## src/rtl/smart_toilet_seq.sv

```systemverilog
// Assay sequencer for the three-inlet serpentine chip: staggers pump start-up
// so all reagents reach mix0 together, then flushes through the output valve.
module smart_toilet_seq #(
  parameter int CW      = 16,
  parameter int T_LEAD3 = 900,
  parameter int T_LEAD2 = 400,
  parameter int T_MIX   = 200,
  parameter int T_FLUSH = 300
) (
  input  logic       clk,
  input  logic       rst,
  input  logic       start,
  input  logic       abort,
  output logic       pump_soln1,
  output logic       pump_soln2,
  output logic       pump_soln3,
  output logic       valve_out,
  output logic       busy,
  output logic       done,
  output logic       aborted,
  output logic [2:0] state
);

  typedef enum logic [2:0] {
    S_IDLE  = 3'd0,
    S_LEAD3 = 3'd1,
    S_LEAD2 = 3'd2,
    S_MIX   = 3'd3,
    S_FLUSH = 3'd4,
    S_DONE  = 3'd5
  } st_e;

  // A zero duration is treated as one cycle, so both 0 and 1 load a zero count.
  function automatic logic [CW-1:0] load_val(input int t);
    if (t <= 1) load_val = '0;
    else        load_val = CW'(t - 1);
  endfunction

  localparam logic [CW-1:0] LD_LEAD3 = load_val(T_LEAD3);
  localparam logic [CW-1:0] LD_LEAD2 = load_val(T_LEAD2);
  localparam logic [CW-1:0] LD_MIX   = load_val(T_MIX);
  localparam logic [CW-1:0] LD_FLUSH = load_val(T_FLUSH);

  st_e           state_q, state_d;
  logic [CW-1:0] cnt_q, cnt_d;
  logic          abf_q, abf_d;

  logic p1_q, p2_q, p3_q, vo_q, busy_q, done_q, ab_q;
  logic p1_d, p2_d, p3_d, vo_d, busy_d, done_d, ab_d;

  logic cnt_zero;
  assign cnt_zero = (cnt_q == '0);

  // State, timer, flag and output registers.
  always_ff @(posedge clk) begin
    if (rst) begin
      state_q <= S_IDLE;
      cnt_q   <= '0;
      abf_q   <= 1'b0;
      p1_q    <= 1'b0;
      p2_q    <= 1'b0;
      p3_q    <= 1'b0;
      vo_q    <= 1'b0;
      busy_q  <= 1'b0;
      done_q  <= 1'b0;
      ab_q    <= 1'b0;
    end else begin
      state_q <= state_d;
      cnt_q   <= cnt_d;
      abf_q   <= abf_d;
      p1_q    <= p1_d;
      p2_q    <= p2_d;
      p3_q    <= p3_d;
      vo_q    <= vo_d;
      busy_q  <= busy_d;
      done_q  <= done_d;
      ab_q    <= ab_d;
    end
  end

  // Next state; every entry into a timed state loads that state's count.
  always_comb begin
    state_d = state_q;
    cnt_d   = cnt_zero ? cnt_q : cnt_q - CW'(1);
    abf_d   = abf_q;
    case (state_q)
      S_IDLE: begin
        cnt_d = '0;
        abf_d = 1'b0;
        if (start && !abort) begin
          state_d = S_LEAD3;
          cnt_d   = LD_LEAD3;
        end
      end
      S_LEAD3: begin
        if (abort) begin
          state_d = S_FLUSH;
          cnt_d   = LD_FLUSH;
          abf_d   = 1'b1;
        end else if (cnt_zero) begin
          state_d = S_LEAD2;
          cnt_d   = LD_LEAD2;
        end
      end
      S_LEAD2: begin
        if (abort) begin
          state_d = S_FLUSH;
          cnt_d   = LD_FLUSH;
          abf_d   = 1'b1;
        end else if (cnt_zero) begin
          state_d = S_MIX;
          cnt_d   = LD_MIX;
        end
      end
      S_MIX: begin
        if (abort) begin
          state_d = S_FLUSH;
          cnt_d   = LD_FLUSH;
          abf_d   = 1'b1;
        end else if (cnt_zero) begin
          state_d = S_FLUSH;
          cnt_d   = LD_FLUSH;
        end
      end
      S_FLUSH: begin
        if (cnt_zero) begin
          state_d = abf_q ? S_IDLE : S_DONE;
          abf_d   = 1'b0;
        end
      end
      S_DONE: begin
        state_d = S_IDLE;
        cnt_d   = '0;
      end
      default: begin
        state_d = S_IDLE;
        cnt_d   = '0;
        abf_d   = 1'b0;
      end
    endcase
  end

  // Outputs are decoded from the next state so the registered copies line up
  // with state_q; pumps and valve come from disjoint state sets.
  always_comb begin
    p1_d   = 1'b0;
    p2_d   = 1'b0;
    p3_d   = 1'b0;
    vo_d   = 1'b0;
    busy_d = (state_d != S_IDLE);
    done_d = (state_d == S_DONE);
    ab_d   = (state_q == S_FLUSH) && cnt_zero && abf_q;
    case (state_d)
      S_LEAD3: p3_d = 1'b1;
      S_LEAD2: begin
        p3_d = 1'b1;
        p2_d = 1'b1;
      end
      S_MIX: begin
        p3_d = 1'b1;
        p2_d = 1'b1;
        p1_d = 1'b1;
      end
      S_FLUSH: vo_d = 1'b1;
      default: ;
    endcase
  end

  assign pump_soln1 = p1_q;
  assign pump_soln2 = p2_q;
  assign pump_soln3 = p3_q;
  assign valve_out  = vo_q;
  assign busy       = busy_q;
  assign done       = done_q;
  assign aborted    = ab_q;
  assign state      = state_q;

endmodule

```

## config.mk

```make
export PLATFORM = sky130hd
export DESIGN_NAME = smart_toilet_seq
export DESIGN_NICKNAME = d
export VERILOG_FILES = /design/src/rtl/smart_toilet_seq.sv
export SDC_FILE = /design/constraint.sdc
export NUM_CORES = 1
export LEC_CHECK = 0
export ABC_AREA = 0
export CAP_MARGIN = 40
export CORE_MARGIN = 1.5
export CORE_UTILIZATION = 59
export CTS_BUF_LIST = sky130_fd_sc_hd__clkbuf_8
export DETAILED_ROUTE_END_ITERATION = 7
export PLACE_DENSITY_LB_ADDON = 0.3
export SYNTH_ARGS = -nofsm -noshare
export SYNTH_HDL_FRONTEND = slang
export SYNTH_SLANG_ARGS = --single-unit
```

## constraint.sdc

```tcl
create_clock -name clk -period 1.95 [get_ports clk]
set_input_delay 0.2925 -clock clk [delete_from_list [all_inputs] [get_ports clk]]
set_output_delay 0.2925 -clock clk [all_outputs]
set_load 0.005 [all_outputs]
```

==> run_results.csv, run 1 <==
group,metric,value,unit
synthesis,synth_edf_count,0,
global_routing,antenna_found_initial,0,
placement,post-dp-hpwl,3013,µm
critical_path,arrival,2.04,ns
sta,setup_viol,0,
critical_path,worst_r2r_path_depth,7,
critical_path,r2r-start,"cnt_q[1]",
detailed_routing,drt_iter0_drc,71,
cells_and_area,fillCellCount,183,
cells_and_area,diodes,0,
floorplanning,io_pins,14,
global_routing,grt_remaining_overflow,0,
sta,period_minus_slack,1.876,ns
critical_path,start_kind,"flip-flop",
floorplanning,die_x,54.71,µm
synthesis,synth_ff_type,"dfxtp_1",
global_routing,grt_max_degree,17,
cells_and_area,drive_gt1_share,18.43,%
cells_and_area,fin_nets,225,
detailed_routing,antenna_left,0,
hold_path,min_path_type,"reg2reg",
floorplanning,dieArea,2993,µm²
sta,fin_crit_sh,96.23,%
sta,final_max_slew_viol_count,0,
cts,h-tree-depth,1,
critical_path,end_kind,"flip-flop",
sta,max_slew.worst_pin.slew,0.4443,ns
synthesis,yosysSeqAreaShare,34.26,%
detailed_routing,drc_errors,0,
flow_run,drv_cap,0,
critical_path,ff2ff_setup_slack,0.07,ns
critical_path,reg2reg_to,"cnt_q[14]",
synthesis,yosysTopAreaCell,"dfxtp_1",
cts,cts_buffer_depth,2,
floorplanning,start_util,63.11,%
synthesis,synth_top_area_share,34.26,%
synthesis,ys_seq_elements,27,
synthesis,yosysMostFrequentCell,"dfxtp_1",
sta,rsz0062_at_grt,"no",
synthesis,ys_types,49,
floorplanning,std_cell_rows,18,
global_routing,grt.total_usage,29.60,%
synthesis,syn_area,1578,µm²
placement,dp_slack,0.01012,ns
placement,portBuffers,13,
synthesis,synthesis.instances,190,
sta,hold_viol,0,
cells_and_area,area_delta_synth_final,21.17,%
cts,clkTransAtPathRegs,0.11,ns
synthesis,ys_top_cells_by_area,"dfxtp_1, a21oi_1, nor2_1",
sta,slew_headroom,70.29,%
synthesis,yosys_warnings,0,
cts,root_buffer,"clkbuf_8",
hold_path,whs_path_depth,2,
sta,layout_setup_ws,0.07355,ns
detailed_routing,wl,3972,µm
sta,fin_skew,0.009897,ns
hold_path,worstHoldEndpoint,"cnt_q[15]",
global_routing,grt_pass1_vias,1433,
floorplanning,core_area,2500,µm²
cts,cts_tree,"yes",
synthesis,netlist_top_cells_count,"dfxtp_1, nor2_1, a21oi_1",
floorplanning,die_y,54.71,µm
cts,numCtsBuffers,3,
hold_path,hp-start,"cnt_q[15]",
detailed_routing,via_per_inst,6.255,
global_routing,grt_pass1_wl,6313,µm
status,status,"finished clean",
cts,post_cts_buffers,0,
detailed_routing,drt_first_pass_iters,4,
synthesis,synth_nets,197,
detailed_routing,vias,1545,
critical_path,cp_max_fo,2,
sta,setup_tns,0,ns
placement,gp_congestion,0.9364,
cts,cts_num_sinks,27,
detailed_routing,wl_per_cell,16.08,µm
synthesis,async_flop_share,0,%
critical_path,worstPathRequired,2.11,ns
sta,fmax,532.9,MHz
critical_path,critical_path_class,"reg2reg",
synthesis,syn_area_per_cell,8.304,µm²
cts,clock_latency,0.28,ns
state kept, by name, summed over array words and instances, names as in the netlist:
signal      count
pump_soln3      1
valve_out       1
state           3
busy            1
aborted         1
abf_q           1
cnt_q          16
pump_soln2      1
done            1
pump_soln1      1
worst max path at each step:
stage               depth (start not counted)    endpoint  startpoint
floorplan                                   8   valve_out    cnt_q[0]
global placement                            8  pump_soln1    cnt_q[0]
detailed placement                          8  pump_soln1    cnt_q[1]
CTS                                         6  pump_soln1    cnt_q[9]
global route                                9    cnt_q[0]   cnt_q[12]
finish                                      7   cnt_q[14]    cnt_q[1]
timing repair:
action	CTS	global route
endpoints found under the hold margin	0	0
gates resized for setup	1	5
hold buffers	0	0
pin swaps	0	2
gates cloned	0	0
endpoints found under the setup margin	1	13
worst max-delay path, cell delays in order, from the launching register on:
cell and delay [ns]:
dfxtp_1 0.33, inv_1 0.08, ha_1 0.17, or4b_2 0.65, a21oi_1 0.20, nand3_1 0.11, xor2_1 0.16, nor2_1 0.06
layout by cell type, fill, tap and decap left out, types with 3 or more instances in the layout:
cell type,count
nand2_1,10
o21ai_0,11
ha_1,3
clkdlybuf4s50_1,13
or3_1,5
clkbuf_8,3
o31a_1,3
nor3_1,6
nand3_1,8
dfxtp_1,26
a21oi_1,18
buf_4,17
xnor2_1,6
nor2_1,23
nor3_2,3
xor2_1,3
inv_1,7
nor4_1,6
per-stage QoR:
stage	hold WS, ns	cells	cell area [µm²]	utilization, %
floorplan	0.4453	190	1578	-
global placement	0.4596	243	1844	73.77
detailed placement	0.4912	243	1844	73.77
CTS	0.5155	247	1896	75.83
global route	0.5577	247	1912	76.48
finish	0.5334	247	1912	76.48
cell families (layout without fill, tap and decap cells):
| logic type | Yosys count | count (layout) | share of synthesized area, % |
|---|---|---|---|
| simple gates | 87 | 87 | 34.10 |
| flops | 27 | 27 | 34.26 |
| xor+xnor | 9 | 9 | 4.996 |
| buf+inv | 15 | 42 | 3.727 |
| compound gates | 49 | 49 | 20.54 |
| fa+ha+maj | 3 | 3 | 2.379 |
routing by layer:
layer / vias up / global-route usage (%) / wire length, µm
met4: 0 / 13.75 / 144
met3: 19 / 4.098 / 217
met5: - / 0 / 0
met2: 71 / 50.40 / 1885
li1: 752 / - / -
met1: 703 / 36.38 / 1724
final cells by class:
class	instances	area [µm²]	share of cell area, %
clock buffer	3	41.29	2.160
clock inverter	1	7.507	0.3927
inverter	8	30.03	1.571
multi-input combinational	148	996.0	52.09
sequential	27	541.8	28.34
tap	30	37.54	1.963
timing repair buffer	30	257.7	13.48
Power of run 1 is not shown: default switching activity piles up to over one toggle a cycle in this logic, so the estimate is an artifact.
==> inputs of run 2 (changes only) <==
--- a/config.mk
+++ b/config.mk
@@ -14,2 +14,3 @@
 export PLACE_DENSITY_LB_ADDON = 0.3
+export REMOVE_ABC_BUFFERS = 1
 export SYNTH_ARGS = -nofsm -noshare
--- a/constraint.sdc
+++ b/constraint.sdc
@@ -3,2 +3,2 @@
 set_output_delay 0.2925 -clock clk [all_outputs]
-set_load 0.005 [all_outputs]
+set_load 0.1 [all_outputs]
==> run 2 against run 1 <==
Net effect: first-iteration DRC count is 1.4% lower; register-to-register slack about the same; design area increased by 4.8%; sequential share of layout area down 1.2 points; highest routed layer unchanged; global-route usage up 2.1 points; final cell count is 2.4% higher.
==> run_results.csv, run 2 (synthesis results as in run 1) <==
group,metric,value,unit
cts,cts_num_sinks,27,
sta,hold_ws,0.5182,ns
sta,period_minus_slack,1.884,ns
floorplanning,io_pins,14,
cts,clkTransAtPathRegs,0.10,ns
critical_path,worstPathRequired,2.12,ns
cts,ctsHoldBuffers,0,
floorplanning,core_area,2500,µm²
detailed_routing,drc_errors,0,
detailed_routing,via_per_inst,6.415,
critical_path,endpoint,"cnt_q[9]",
cells_and_area,diodes,0,
detailed_routing,drt_first_pass_iters,5,
detailed_routing,antenna_left,0,
floorplanning,dieArea,2993,µm²
detailed_routing,vias,1623,
critical_path,ff2ff_setup_slack,0.07,ns
placement,gp_congestion,0.9834,
cts,root_buffer,"clkbuf_8",
cts,numCtsBuffers,3,
sta,max_slew.worst_pin.slew,0.4953,ns
global_routing,grt_remaining_overflow,0,
cells_and_area,most-common-layout-cells,"buf_4, dfxtp_1, nor2_1, a21oi_1, o21ai_0",
critical_path,arrival,2.05,ns
global_routing,grt_max_degree,17,
floorplanning,die_y,54.71,µm
detailed_routing,wl_per_cell,17.77,µm
hold_path,min_path_type,"reg2reg",
global_routing,grt_pass1_wl,6624,µm
cells_and_area,fillCellCount,167,
floorplanning,std_cell_rows,18,
cells_and_area,final_common_cell,"buf_4",
sta,fin_crit_sh,96.62,%
detailed_routing,wl,4496,µm
floorplanning,die_x,54.71,µm
cells_and_area,drive_gt1_share,26.91,%
cells_and_area,area_delta_synth_final,27.04,%
sta,hold_viol,0,
critical_path,reg2reg_to,"cnt_q[9]",
critical_path,r2r-start,"cnt_q[1]",
critical_path,start_kind,"flip-flop",
sta,layout_setup_ws,0.06592,ns
placement,dp_slack,-0.03952,ns
status,status,"finished clean",
global_routing,grt_pass1_vias,1470,
cells_and_area,fin_nets,231,
sta,fin_skew,0.007537,ns
global_routing,grt.total_usage,31.67,%
detailed_routing,wl_met2,2184,µm
floorplanning,start_util,63.11,%
critical_path,cp_max_fo,6,
critical_path,critical_path_class,"reg2reg",
critical_path,end_kind,"flip-flop",
detailed_routing,drt_iter0_drc,70,
sta,setup_viol,0,
critical_path,startpoint,"cnt_q[1]",
flow_run,drv_cap,0,
placement,post-dp-hpwl,3343,µm
cts,cts_buffer_depth,2,
sta,slew_headroom,66.86,%
detailed_routing,wl_met1,1765,µm
cells_and_area,regMostFlops,"cnt_q",
critical_path,worst_r2r_path_depth,8,
placement,portBuffers,13,
cts,cts_tree,"yes",
cells_and_area,largest_reg_flops,16,
sta,fmax,530.8,MHz
cts,h-tree-depth,1,
cts,clock_latency,0.29,ns
sta,final_max_slew_viol_count,0,
detailed_routing,wl_met3,354,µm
detailed_routing,top_layer,"met4",
global_routing,antenna_found_initial,0,
==> run 2: metal layers <==
metal / GRT usage [%] / up-vias
met5: 0 / -
met4: 17.92 / 0
met3: 3.825 / 23
met2: 55.56 / 98
met1: 36.61 / 740
li1: - / 762
==> run 2: worst min path at each step <==
stage | from | endpoint | slack, ns | depth (start not counted)
after floorplan | rst | cnt_q[0] | 0.36 | 1
after global placement | cnt_q[15] | cnt_q[15] | 0.47 | 2
after detailed placement | cnt_q[15] | cnt_q[15] | 0.48 | 2
after CTS | cnt_q[15] | cnt_q[15] | 0.50 | 2
after global routing | abf_q | aborted | 0.57 | 1
final | cnt_q[15] | cnt_q[15] | 0.52 | 2
==> run 2: worst max-delay path, stage by stage, from the launching register on <==
cell and delay, ns:
dfxtp_2 0.36, inv_1 0.07, ha_1 0.19, nor2b_4 0.15
and3_1 0.25, buf_4 0.18, nor4_2 0.31, xnor2_1 0.17
a21oi_1 0.09
==> run 2: stage by stage <==
step                      area [µm²]  utilization, %  instances  TNS [ns]
after CTS                       1966           78.63        253         0
after global routing            2004           80.18        253  -0.02681
after global placement          1902           76.08        249         0
after floorplan                 1549               -        183    -4.620
after detailed placement        1902           76.08        249  -0.08747
final                           2004           80.18        253         0
==> run 2: area by class of cell <==
type                    instances  area (µm²)  area share, %
inverters                       8       30.03          1.498
clock buffers                   3       41.29          2.060
well taps                      30       37.54          1.873
flip-flops and latches         27       543.0          27.09
repair buffers                 36       315.3          15.73
multi-input cells             148        1030          51.37
clock inverters                 1       7.507         0.3745
==> run 2: repair_timing <==
item | in CTS | in global routing
setup endpoints to repair | 5 | 14
buffers inserted | 0 | 0
gates resized for setup | 3 | 9
endpoints found under the hold margin | 0 | 0
pin swaps | 0 | 4
Power of run 2 is left out for the same reason.
==> inputs of run 3 (changes only) <==
Settings changed: CAP_MARGIN 40 to 0, CORE_UTILIZATION 59 to 35.
==> run 3 against run 2 <==
Net effect: critical endpoint unchanged; global-route usage is 14 points lower; non-clock buffer count grew 1; sequential share of layout area fell by 0.062 points; largest cell class unchanged.
==> run_results.csv, run 3 (synthesis results as in run 1) <==
group,metric,value,unit
status,status,"finished clean",
global_routing,grt.total_usage,17.53,%
critical_path,crit_path_cell_trace,"inv_1 > ha_1 > nor2b_4 > and3_1 > buf_4 > nor4_1 > xnor2_1 > a21oi_1",
sta,max_slew.worst_pin.slew,0.4324,ns
sta,period_minus_slack,1.849,ns
floorplanning,core_area,4354,µm²
floorplanning,die_x,70.14,µm
floorplanning,std_cell_rows,24,
sta,hold_viol,0,
critical_path,endpoint,"cnt_q[9]",
placement,post-dp-hpwl,3221,µm
critical_path,start_kind,"flip-flop",
sta,rsz0062_at_grt,"yes",
global_routing,grt_remaining_overflow,0,
critical_path,slowest_delay,0.38,ns
placement,gp_congestion,0.9552,
critical_path,worst_r2r_path_depth,8,
cells_and_area,largest_reg_flops,16,
cts,clock_latency,0.28,ns
detailed_routing,via_per_inst,5.438,
detailed_routing,wl_per_cell,14.99,µm
cts,clkTransAtPathRegs,0.10,ns
flow_run,drv_cap,0,
critical_path,startpoint,"cnt_q[1]",
critical_path,cp_max_fo,4,
global_routing,grt_pass1_wl,6934,µm
critical_path,r2r-start,"cnt_q[1]",
critical_path,cp_slowest_cell,"dfxtp_1",
critical_path,critical_path_class,"reg2reg",
floorplanning,die_y,70.14,µm
floorplanning,io_pins,14,
global_routing,antenna_found_initial,0,
floorplanning,start_util,36.24,%
cts,cts_num_sinks,27,
sta,fin_crit_sh,94.81,%
detailed_routing,drc_errors,0,
cells_and_area,most-common-layout-cells,"buf_4, dfxtp_1, nor2_1, a21oi_1",
cells_and_area,regMostFlops,"cnt_q",
placement,place_inst,272,
sta,final_max_slew_viol_count,0,
sta,fin_skew,0.007992,ns
global_routing,gr-usage-met1,23.06,%
cts,post_cts_buffers,0,
global_routing,grt_most_used_layer,"met2",
cells_and_area,fin_nets,232,
detailed_routing,wl,4137,µm
placement,portBuffers,13,
cells_and_area,area_delta_synth_final,27.04,%
sta,fmax,540.9,MHz
cells_and_area,drive_gt1_share,25.45,%
global_routing,grt_pass1_vias,1412,
global_routing,grt_max_degree,16,
cells_and_area,final_common_cell,"buf_4",
cts,cts_buffer_depth,2,
placement,place_area,1937,µm²
sta,setup_viol,0,
cts,numCtsBuffers,3,
critical_path,end_kind,"flip-flop",
cells_and_area,instances_no_fill,276,
critical_path,critPathBufInv,2,
cells_and_area,multi_input_area,998.5,µm²
hold_path,min_path_type,"reg2reg",
cts,ctsHoldBuffers,0,
cells_and_area,fillCellCount,428,
global_routing,met3_usage,3.175,%
floorplanning,dieArea,4920,µm²
critical_path,cp_top_family,"simple AND/OR/NAND/NOR gates",
detailed_routing,vias,1501,
cells_and_area,ff_latch_area,541.8,µm²
detailed_routing,antenna_left,0,
critical_path,arrival,2.03,ns
detailed_routing,drt_first_pass_iters,4,
cells_and_area,fin_area,2004,µm²
sta,slew_headroom,71.08,%
critical_path,ff2ff_setup_slack,0.10,ns
cells_and_area,diodes,0,
cts,h-tree-depth,1,
critical_path,worst-path-stages,8,
global_routing,met2_usage,29.10,%
critical_path,reg2reg_to,"cnt_q[9]",
detailed_routing,drt_iter0_drc,106,
cts,cts_tree,"yes",
critical_path,worstPathRequired,2.13,ns
cts,root_buffer,"clkbuf_8",
run 3: worst register-to-register path, cell delays in order (launching register included):
cell and delay (ns):
dfxtp_1 0.38, inv_1 0.07, ha_1 0.19, nor2b_4 0.14, and3_1 0.22, buf_4 0.15
nor4_1 0.33, xnor2_1 0.17, a21oi_1 0.08
run 3: what timing repair did:
action,4_1_cts,5_1_grt
setup endpoints to repair,1,10
resized for setup,1,6
pin swaps,0,2
run 3: worst min-delay path by stage:
stage	slack, ns	start	to	depth (start not counted)
2_1_floorplan	0.36	rst	cnt_q[0]	1
3_3_place_gp	0.47	cnt_q[15]	cnt_q[15]	2
3_5_place_dp	0.47	cnt_q[15]	cnt_q[15]	2
4_1_cts	0.50	cnt_q[15]	cnt_q[15]	2
5_1_grt	0.56	cnt_q[15]	cnt_q[15]	2
6_report	0.54	cnt_q[15]	cnt_q[15]	2
run 3: area by class of cell:
class / instances / area share [%]
Clock buffer: 3 / 2.060
Inverter: 8 / 1.498
Clock inverter: 1 / 0.2497
Tap cell: 52 / 3.246
Sequential cell: 27 / 27.03
Timing Repair Buffer: 37 / 16.10
Multi-Input combinational cell: 148 / 49.81
run 3: routing by layer:
layer	up-vias	routed length, µm
met2	37	1961
met4	0	110
met1	689	1915
met5	-	0
met3	11	151
li1	764	-
run 3: through the flow:
stage	util, %	worst slack, ns	TNS (ns)	hold WS (ns)
final	46.03	0.1013	0	0.5413
after global routing	46.03	-0.02488	-0.02488	0.5633
after CTS	45.60	0.06609	0	0.5017
after detailed placement	44.48	0.02501	0	0.4732
after global placement	44.48	0.06584	0	0.4699
after floorplan	-	-0.3878	-4.620	0.3616
Power of run 3 is left out for the same reason.
